<file path="src/rtl/mem_arb_pkg.sv">
// Shared types and sizing helpers for the core/DMA memory port arbiter.
// Both the top level and the selector take their counter widths from here.
package mem_arb_pkg;

    typedef enum logic {
        IDLE,
        WAIT
    } arb_state_t;

    typedef enum logic {
        OWN_CORE,
        OWN_DMA
    } arb_owner_t;

    // Bits needed to hold 0..n-1, never less than one.
    function automatic int cnt_w(input int n);
        return (n > 1) ? $clog2(n) : 1;
    endfunction

endpackage

</file>
<file path="src/rtl/mem_port_arbiter_arb_select.sv">
// Core-priority selector with an anti-starvation streak counter for DMA.
// Purely combinational select in the arb_en cycle; the streak register updates only on a grant.
module arb_select
    import mem_arb_pkg::*;
#(
    parameter int STARVE_MAX = 4
) (
    input  logic clk,
    input  logic reset,
    input  logic core_req,
    input  logic dma_req,
    input  logic arb_en,
    output logic sel_core,
    output logic sel_dma
);

    localparam int SW = cnt_w(STARVE_MAX + 1);

    logic [SW-1:0] r_streak;
    logic          w_starved;

    assign w_starved = (r_streak == SW'(STARVE_MAX));

    assign sel_dma  = arb_en & dma_req & (~core_req | w_starved);
    assign sel_core = arb_en & core_req & ~sel_dma;

    // Streak counts core wins that left DMA waiting; any other grant resets it.
    always_ff @(posedge clk or posedge reset) begin
        if (reset) begin
            r_streak <= '0;
        end else if (sel_core && dma_req) begin
            if (!w_starved) begin
                r_streak <= r_streak + 1'b1;
            end
        end else if (sel_core || sel_dma) begin
            r_streak <= '0;
        end
    end

endmodule

</file>
<file path="src/rtl/mem_port_arbiter.sv">
// Single-port memory arbiter: one transaction at a time, writes finish in the grant cycle,
// reads return MEM_LAT cycles after grant; requesters hold req until their gnt pulse.
module mem_port_arbiter
    import mem_arb_pkg::*;
#(
    parameter int AW         = 32,
    parameter int DW         = 32,
    parameter int MEM_LAT    = 2,
    parameter int STARVE_MAX = 4
) (
    input  logic          clk,
    input  logic          reset,
    input  logic          core_req,
    input  logic          core_we,
    input  logic [AW-1:0] core_addr,
    input  logic [DW-1:0] core_wdata,
    output logic          core_gnt,
    output logic          core_rvalid,
    output logic [DW-1:0] core_rdata,
    input  logic          dma_req,
    input  logic          dma_we,
    input  logic [AW-1:0] dma_addr,
    input  logic [DW-1:0] dma_wdata,
    output logic          dma_gnt,
    output logic          dma_rvalid,
    output logic [DW-1:0] dma_rdata,
    output logic          mem_en,
    output logic          mem_we,
    output logic [AW-1:0] mem_addr,
    output logic [DW-1:0] mem_wdata,
    input  logic [DW-1:0] mem_rdata,
    output logic          busy
);

    localparam int CW = cnt_w(MEM_LAT);

    arb_state_t    r_state;
    arb_owner_t    r_owner;
    logic [CW-1:0] r_cnt;

    logic w_arb_en;
    logic w_sel_core;
    logic w_sel_dma;
    logic w_grant;
    logic w_grant_we;
    logic w_rd_done;

    // Gating with reset keeps the combinational grant path quiet while reset is held.
    assign w_arb_en = (r_state == IDLE) && !reset;

    arb_select #(
        .STARVE_MAX (STARVE_MAX)
    ) u_arb_select (
        .clk      (clk),
        .reset    (reset),
        .core_req (core_req),
        .dma_req  (dma_req),
        .arb_en   (w_arb_en),
        .sel_core (w_sel_core),
        .sel_dma  (w_sel_dma)
    );

    assign w_grant    = w_sel_core | w_sel_dma;
    assign w_grant_we = w_sel_dma ? dma_we : core_we;
    assign w_rd_done  = (r_state == WAIT) && (r_cnt == '0) && !reset;

    assign core_gnt = w_sel_core;
    assign dma_gnt  = w_sel_dma;

    always_comb begin
        mem_en    = w_grant;
        mem_we    = 1'b0;
        mem_addr  = '0;
        mem_wdata = '0;
        if (w_sel_core) begin
            mem_we    = core_we;
            mem_addr  = core_addr;
            mem_wdata = core_wdata;
        end else if (w_sel_dma) begin
            mem_we    = dma_we;
            mem_addr  = dma_addr;
            mem_wdata = dma_wdata;
        end
    end

    assign core_rvalid = w_rd_done && (r_owner == OWN_CORE);
    assign dma_rvalid  = w_rd_done && (r_owner == OWN_DMA);
    assign core_rdata  = core_rvalid ? mem_rdata : '0;
    assign dma_rdata   = dma_rvalid ? mem_rdata : '0;
    assign busy        = (r_state == WAIT);

    always_ff @(posedge clk or posedge reset) begin
        if (reset) begin
            r_state <= IDLE;
            r_owner <= OWN_CORE;
            r_cnt   <= '0;
        end else begin
            case (r_state)
                IDLE: begin
                    if (w_grant && !w_grant_we) begin
                        r_owner <= w_sel_dma ? OWN_DMA : OWN_CORE;
                        r_cnt   <= CW'(MEM_LAT - 1);
                        r_state <= WAIT;
                    end
                end
                WAIT: begin
                    if (r_cnt != '0) begin
                        r_cnt <= r_cnt - 1'b1;
                    end else begin
                        r_state <= IDLE;
                    end
                end
                default: r_state <= IDLE;
            endcase
        end
    end

endmodule

</file>
<file path="config.mk">
export PLATFORM = sky130hd
export DESIGN_NAME = mem_port_arbiter
export DESIGN_NICKNAME = d
export VERILOG_FILES = /design/src/rtl/mem_arb_pkg.sv /design/src/rtl/mem_port_arbiter_arb_select.sv /design/src/rtl/mem_port_arbiter.sv
export SDC_FILE = /design/constraint.sdc
export NUM_CORES = 1
export LEC_CHECK = 0
export BUFFER_PORTS_ARGS = -buffer_cell sky130_fd_sc_hd__buf_2
export CELL_PAD_IN_SITES_DETAIL_PLACEMENT = 0
export CELL_PAD_IN_SITES_GLOBAL_PLACEMENT = 1
export CORE_AREA = 2 2 117 119
export DETAILED_ROUTE_END_ITERATION = 6
export DIE_AREA = 0 0 119 121
export GPL_ROUTABILITY_DRIVEN = 0
export GPL_TIMING_DRIVEN = 0
export PLACE_DENSITY = 0.82
export SETUP_SLACK_MARGIN = 0.15
export SYNTH_ARGS = -nofsm -noshare
export SYNTH_HDL_FRONTEND = slang
export SYNTH_SLANG_ARGS = --single-unit
export TNS_END_PERCENT = 20
</file>
<file path="constraint.sdc">
create_clock -name clk -period 1.7 [get_ports clk]
set_input_delay 0.17 -clock clk [delete_from_list [all_inputs] [get_ports clk]]
set_output_delay 0.17 -clock clk [all_outputs]
set_load 0.02 [all_outputs]
</file>
## After elaboration in Yosys (flattened, before gate mapping)

Index checks and enable logic that the tools add are counted.
Widths: inputs -> output; s select.

- Output and inout bits: 135
- Bits of input ports: 166
- Register bits: 6
- Logic and storage cells: 52

- Bitwise logic cells: 11
- Equal/unequal tests: 3
- Muxes and demuxes: 19
- Add/sub/neg operators: 2
- Reduce and logical (&&, ||, !) cells: 13

Operators with widths:

| operator | count |
|---|---|
| $mux 32 | 6 |
| $mux 3 | 3 |
| $mux 1 | 8 |
| $logic_and 1x1->1 | 7 |
| $not 1->1 | 5 |
| $and 1x1->1 | 4 |
| $pmux 1 s2 | 2 |
| $reduce_and 2->1 | 2 |
| $add 3x1->3 const B | 1 |
| $eq 3x3->1 const B | 1 |
| $logic_not 1->1 | 2 |
| $ne 2x1->1 const B | 1 |
| $ne 2x2->1 const B | 1 |
| $or 1x1->1 | 2 |
| $reduce_bool 2->1 | 1 |
| $logic_or 1x1->1 | 1 |
| $sub 1x1->1 const B | 1 |

## Longest topological paths before layout

- Depth after elaboration: 10
- Gate-level depth with buffers: 7
- Depth with buffers taken out: 5

## By module

Synthesis repeated with hierarchy kept, for this count alone.

- Cell total of the unflattened synthesis: 204
- Area, all modules: 1574.0 µm²

Modules (own cells, without submodules):

| module | cells each | times used | area an instance (µm²) |
|---|---|---|---|
| mem_port_arbiter | 183 | 1 | 1371.3 |
| arb_select | 21 | 1 | 202.7 |

## Worst setup path after synthesis

Ideal clock, no wire load.

- Path kind: reg-to-output
- From: reg u_arb_select.r_streak[0]
- To: out mem_addr[10]
- Required time: 1530 ps
- Slack: 2 ps
- Cell stages (with the launch flop): 8
- Data arrival time: 1528 ps
- Buffers on the path: 2
- Cells stage by stage: dfrtp_1 -> inv_1 -> ha_1 -> a21bo_2 -> and2_4 -> buf_6 -> buf_6 -> a22o_1

- Longest elaborated chain between the ends: 6
- Elaborated cells on any way between the ends: 7
- Classes of those cells: 1 x eq/ne; 2 x mux; 4 x bitwise

Ends and longest elaborated chain:

| item | RTL line | source |
|---|---|---|
| start, declared | mem_port_arbiter_arb_select.sv:19 | `logic [SW-1:0] r_streak;` |
| start signal, assigned | mem_port_arbiter_arb_select.sv:33 | `r_streak <= r_streak + 1'b1;` |
| $eq 3x3->1 * | mem_port_arbiter_arb_select.sv:22 | `assign w_starved = (r_streak == SW'(STARVE_MAX));` |
| $or 1x1->1 * | mem_port_arbiter_arb_select.sv:24 | `assign sel_dma = arb_en & dma_req & (~core_req \| w_starved);` |
| $and 1x1->1 * | mem_port_arbiter_arb_select.sv:24 |  |
| $not 1->1 | mem_port_arbiter_arb_select.sv:25 | `assign sel_core = arb_en & core_req & ~sel_dma;` |
| $and 1x1->1 | mem_port_arbiter_arb_select.sv:25 |  |
| $mux 32 * | mem_port_arbiter.sv:75 | `if (w_sel_core) begin` |
| end, declared | mem_port_arbiter.sv:29 | `output logic [AW-1:0] mem_addr,` |

Every way passes the cells marked *; elsewhere a longest branch is shown, timed or not.

## Final worst setup path

- From: reg u_arb_select.r_streak[1]
- To: out mem_addr[19]

The elaborated chain is that of the path after synthesis.

==> summary.md <==
| Metric | Value |
|---|---|
| H-tree Lvls | 1 |
| Gr usage total | 0.133 |
| Layout overhead on the synthesized area | 190% |
| P_leak | ~2.5 nW |
| Starting DRT DRC Count | 86 |
| # DRC | 0 |
| Tcrit/Tclk final | 1.19 |
| Clk slew on worst S/H paths | roughly 0.03 ns |
| Cell Count, Final, Fillers Out | just under 700 |
| Yosys cell types | 28 |
| Post-layout power | roughly 2.7 mW |
| N_diodes | 0 |
| Initial antenna violation count | 0 |
| Post-synthesis instance area | 0.00157 mm² |
| Vias in the first global route | a little under 3000 |
| Most area-hungry cell type in the Yosys netlist | a22o_1 |
| CP max stage delay | ~0.35 ns |
| Setup Slack @ Placement | -0.248 ns |
| Layout cells sized above 1 | 0.797 |
| Cell Pwr Density | 592 mW/mm² |
| Initial Util | 0.120 |
| Status | complete, but fails checks |
| WL/cell | about 16 µm |
| Worst hold-check path type | in2reg |
| Vias per inst | roughly 4.2 |
| Number of instances in the placed design | 669 |
| Worst-path fanout max | 6 |
| Clock power share | 0.140 |
| Hold Vio Cnt, Final | 0 |
| Met2 wire length | approximately 5400 µm |
| NetSw | 1.11 mW |
| I/O pins | ~300 |
| Area contributors post-synth | a22o_1 36%, and2_1 26%, dfrtp_1 9.6% |
| Endpoint class of the critical path | output port |
| GR Overflow Total | 0 |
| Synth Area per Inst | roughly 8.1 µm² |
| Syn nets | approximately 360 |
| Rows | 42 |
| HPWL after DPL | 8510 µm |
| Top cell type's share of synthesized area | 0.363 |
| CP max-delay cell | dfrtp_1 |
| Register bit count reported by yosys | 6 |
| Core Footprint | ~0.013 mm² |
| Combinational power share | 0.759 |
| Num Clock Sinks | 6 |
| Drt first pass iters | 4 |
| CP Cell Sequence | inv_2 > ha_4 > a21bo_4 > and2_4 > buf_12 > buf_8 > a22o_4 > buf_6 |
| Worst-Skew Late Latency | 0.23 ns |
| Failing checks | negative setup slack |
| Internal Power | between 1.5 and 2 mW |
| Vert. Die Dim | about 120 µm |
| Post-synthesis sequential area ratio | 0.0958 |
| Setup TNS | -17.68 ns |
| Arrival time worst endpoint | approximately 1.9 ns |
| Max-cap viol count | 0 |
| Fmax | 494 MHz |
| Routed wire length | about 11000 µm |
| Req. time, crit path | approximately 1.5 ns |
| Final Setup Violations | between 60 and 70 |
| Yosys synthesis warning count | 0 |
| First-pass GRT wire length | around 15000 µm |
| Clock Tree Root | clkbuf_16 |
| Cell count after synthesis | slightly below 200 |
| CTS tree | built |
| DIE AREA | 0.0144 mm² |
| Reg power frac | 0.101 |
| Max Buffers Root-to-Sink | 2 |
| DR top layer | met4 |
| Num CTS Buffers | 3 |
| Startpoint Class | flip-flop |
| # port buffers | approximately 300 |
| Skew final | ~0.0028 ns |
| Sw frac | 0.414 |
| Met1 wire length | about 4100 µm |
| Max-slew headroom | 0.801 |
| Post-route setup slack | -0.323 ns |
| Slew @ Worst Pin | between 0.2 and 0.3 ns |
| Largest net degree at the start of global routing | 11 |
| Unrepaired setup endpoints after global routing | true |
| Final ANT Viol Nets | 0 |
| Setup CP Type | reg2out |
| Die W | roughly 120 µm |
| Min Tclk post-route | around 2 ns |
| Final nets | between 600 and 700 |
| Vias | approximately 2900 |
| Final slew viol count | 0 |
| Max IR drop VDD | 0.000450 V |
| Met3 WL | slightly below 1000 µm |
==> layout make-up <==
cell class,instances,area (µm²)
fill,1362,8540
timing repair buffer,315,2350
multi-input combinational,161,1450
buffer,21,274
tap,176,220
sequential,6,151
clock buffer,3,75.1
inverter,6,22.5
==> final timing paths <==
| check | start | to | slack, ns | cells after the start |
|---|---|---|---|---|
| hold reg to reg | u_arb_select.r_streak[2] | u_arb_select.r_streak[2] | 0.57 | 1 |
| hold / removal | core_we | r_owner | 0.19 | 3 |
| max in group asynchronous | reset | busy | 0.93 | 3 |
| min in group asynchronous | reset | r_owner | 0.53 | 3 |
| setup reg to reg | u_arb_select.r_streak[1] | u_arb_select.r_streak[0] | 0.27 | 7 |
| setup / recovery | u_arb_select.r_streak[1] | mem_addr[19] | -0.32 | 8 |
==> registers in the layout (all words and copies together) (netlist names) <==
register and flops:
u_arb_select.r_streak 3, busy 1, r_cnt 1, r_owner 1
==> metal layers <==
metal	vias to the layer above	GRT usage
li1	1361	-
met1	1311	0.158
met2	195	0.243
met3	14	0.0296
met4	0	0.0313
met5	-	0
==> worst max-delay path: cells and delay by family (launching register included) <==
kind | cells | cell delay [ns]
fa+ha+maj | 1 | 0.16
flops | 1 | 0.35
compound gates | 2 | 0.47
simple gates | 1 | 0.17
buf+inv | 4 | 0.48
==> power groups by stage <==
stage	Clock, mW	Combinational, mW	Sequential (mW)
after floorplan	0	0.894	0.261
after global placement	0	1.48	0.268
after detailed placement	0	1.48	0.269
after CTS	0.384	1.88	0.267
after global routing	0.394	2.17	0.284
final	0.377	2.04	0.272
==> stage by stage <==
step	instance area, µm²	hold slack (ns)	utilization
detailed placement	3380	0.190	0.258
global route	4540	0.193	0.347
CTS	4250	0.190	0.325
finish	4540	0.191	0.347
global placement	3380	0.185	0.258
floorplan	1660	-0.0335	-
==> placed cells by master (no fill, tap or decap), types with 2 or more instances in the layout <==
cell type  netlist  final
buf_2            5    196
buf_6           12    111
a22o_1          65     54
and2_4           1     47
and2_1          65     19
buf_4            0     14
a22o_4           0     11
buf_8            0      6
nand2_1          5      5
clkbuf_16        0      5
dfrtp_1          6      5
buf_12           0      4
inv_1            6      3
inv_2            0      3
nor2_1           2      2
nor3b_2          2      2
a31oi_1          2      2
and3_1           2      2
buf_16           0      2
==> cell families (layout without fill, tap and decap cells) <==
family | Yosys count | after routing | share of synthesized area
simple gates | 82 | 82 | 0.339
compound gates | 76 | 76 | 0.415
buf+inv | 27 | 345 | 0.126
flops | 6 | 6 | 0.0958
fa+ha+maj | 2 | 2 | 0.0160
mux | 1 | 1 | 0.00719
==> cell usage after synthesis (all sizes together) <==
| cell type | instances |
|---|---|
| nor2 | 2 |
| mux2 | 1 |
| nand3 | 1 |
| and3 | 2 |
| nand4b | 1 |
| a21bo | 1 |
| and4 | 1 |
| and2 | 66 |
| a31oi | 2 |
| ha | 2 |
| o211ai | 1 |
| clkbuf | 4 |
| nor4b | 1 |
| o21ai | 1 |
| o2111ai | 1 |
| nand2 | 5 |
| inv | 6 |
| a21boi | 2 |
| or2 | 1 |
| a22o | 65 |
| o21a | 1 |
| o22ai | 1 |
| buf | 17 |
| o41ai | 1 |
| nor3b | 2 |
| dfrtp | 6 |
==> what timing repair did <==
item	in CTS	in global routing
setup endpoints to repair	133	131
gates cloned	2	2
buffers inserted	11	0
endpoints found under the hold margin	6	0
hold buffers	1	0
pin swaps	45	75
resized for setup	213	84
Note: power is estimated with default switching activity, not from simulation.
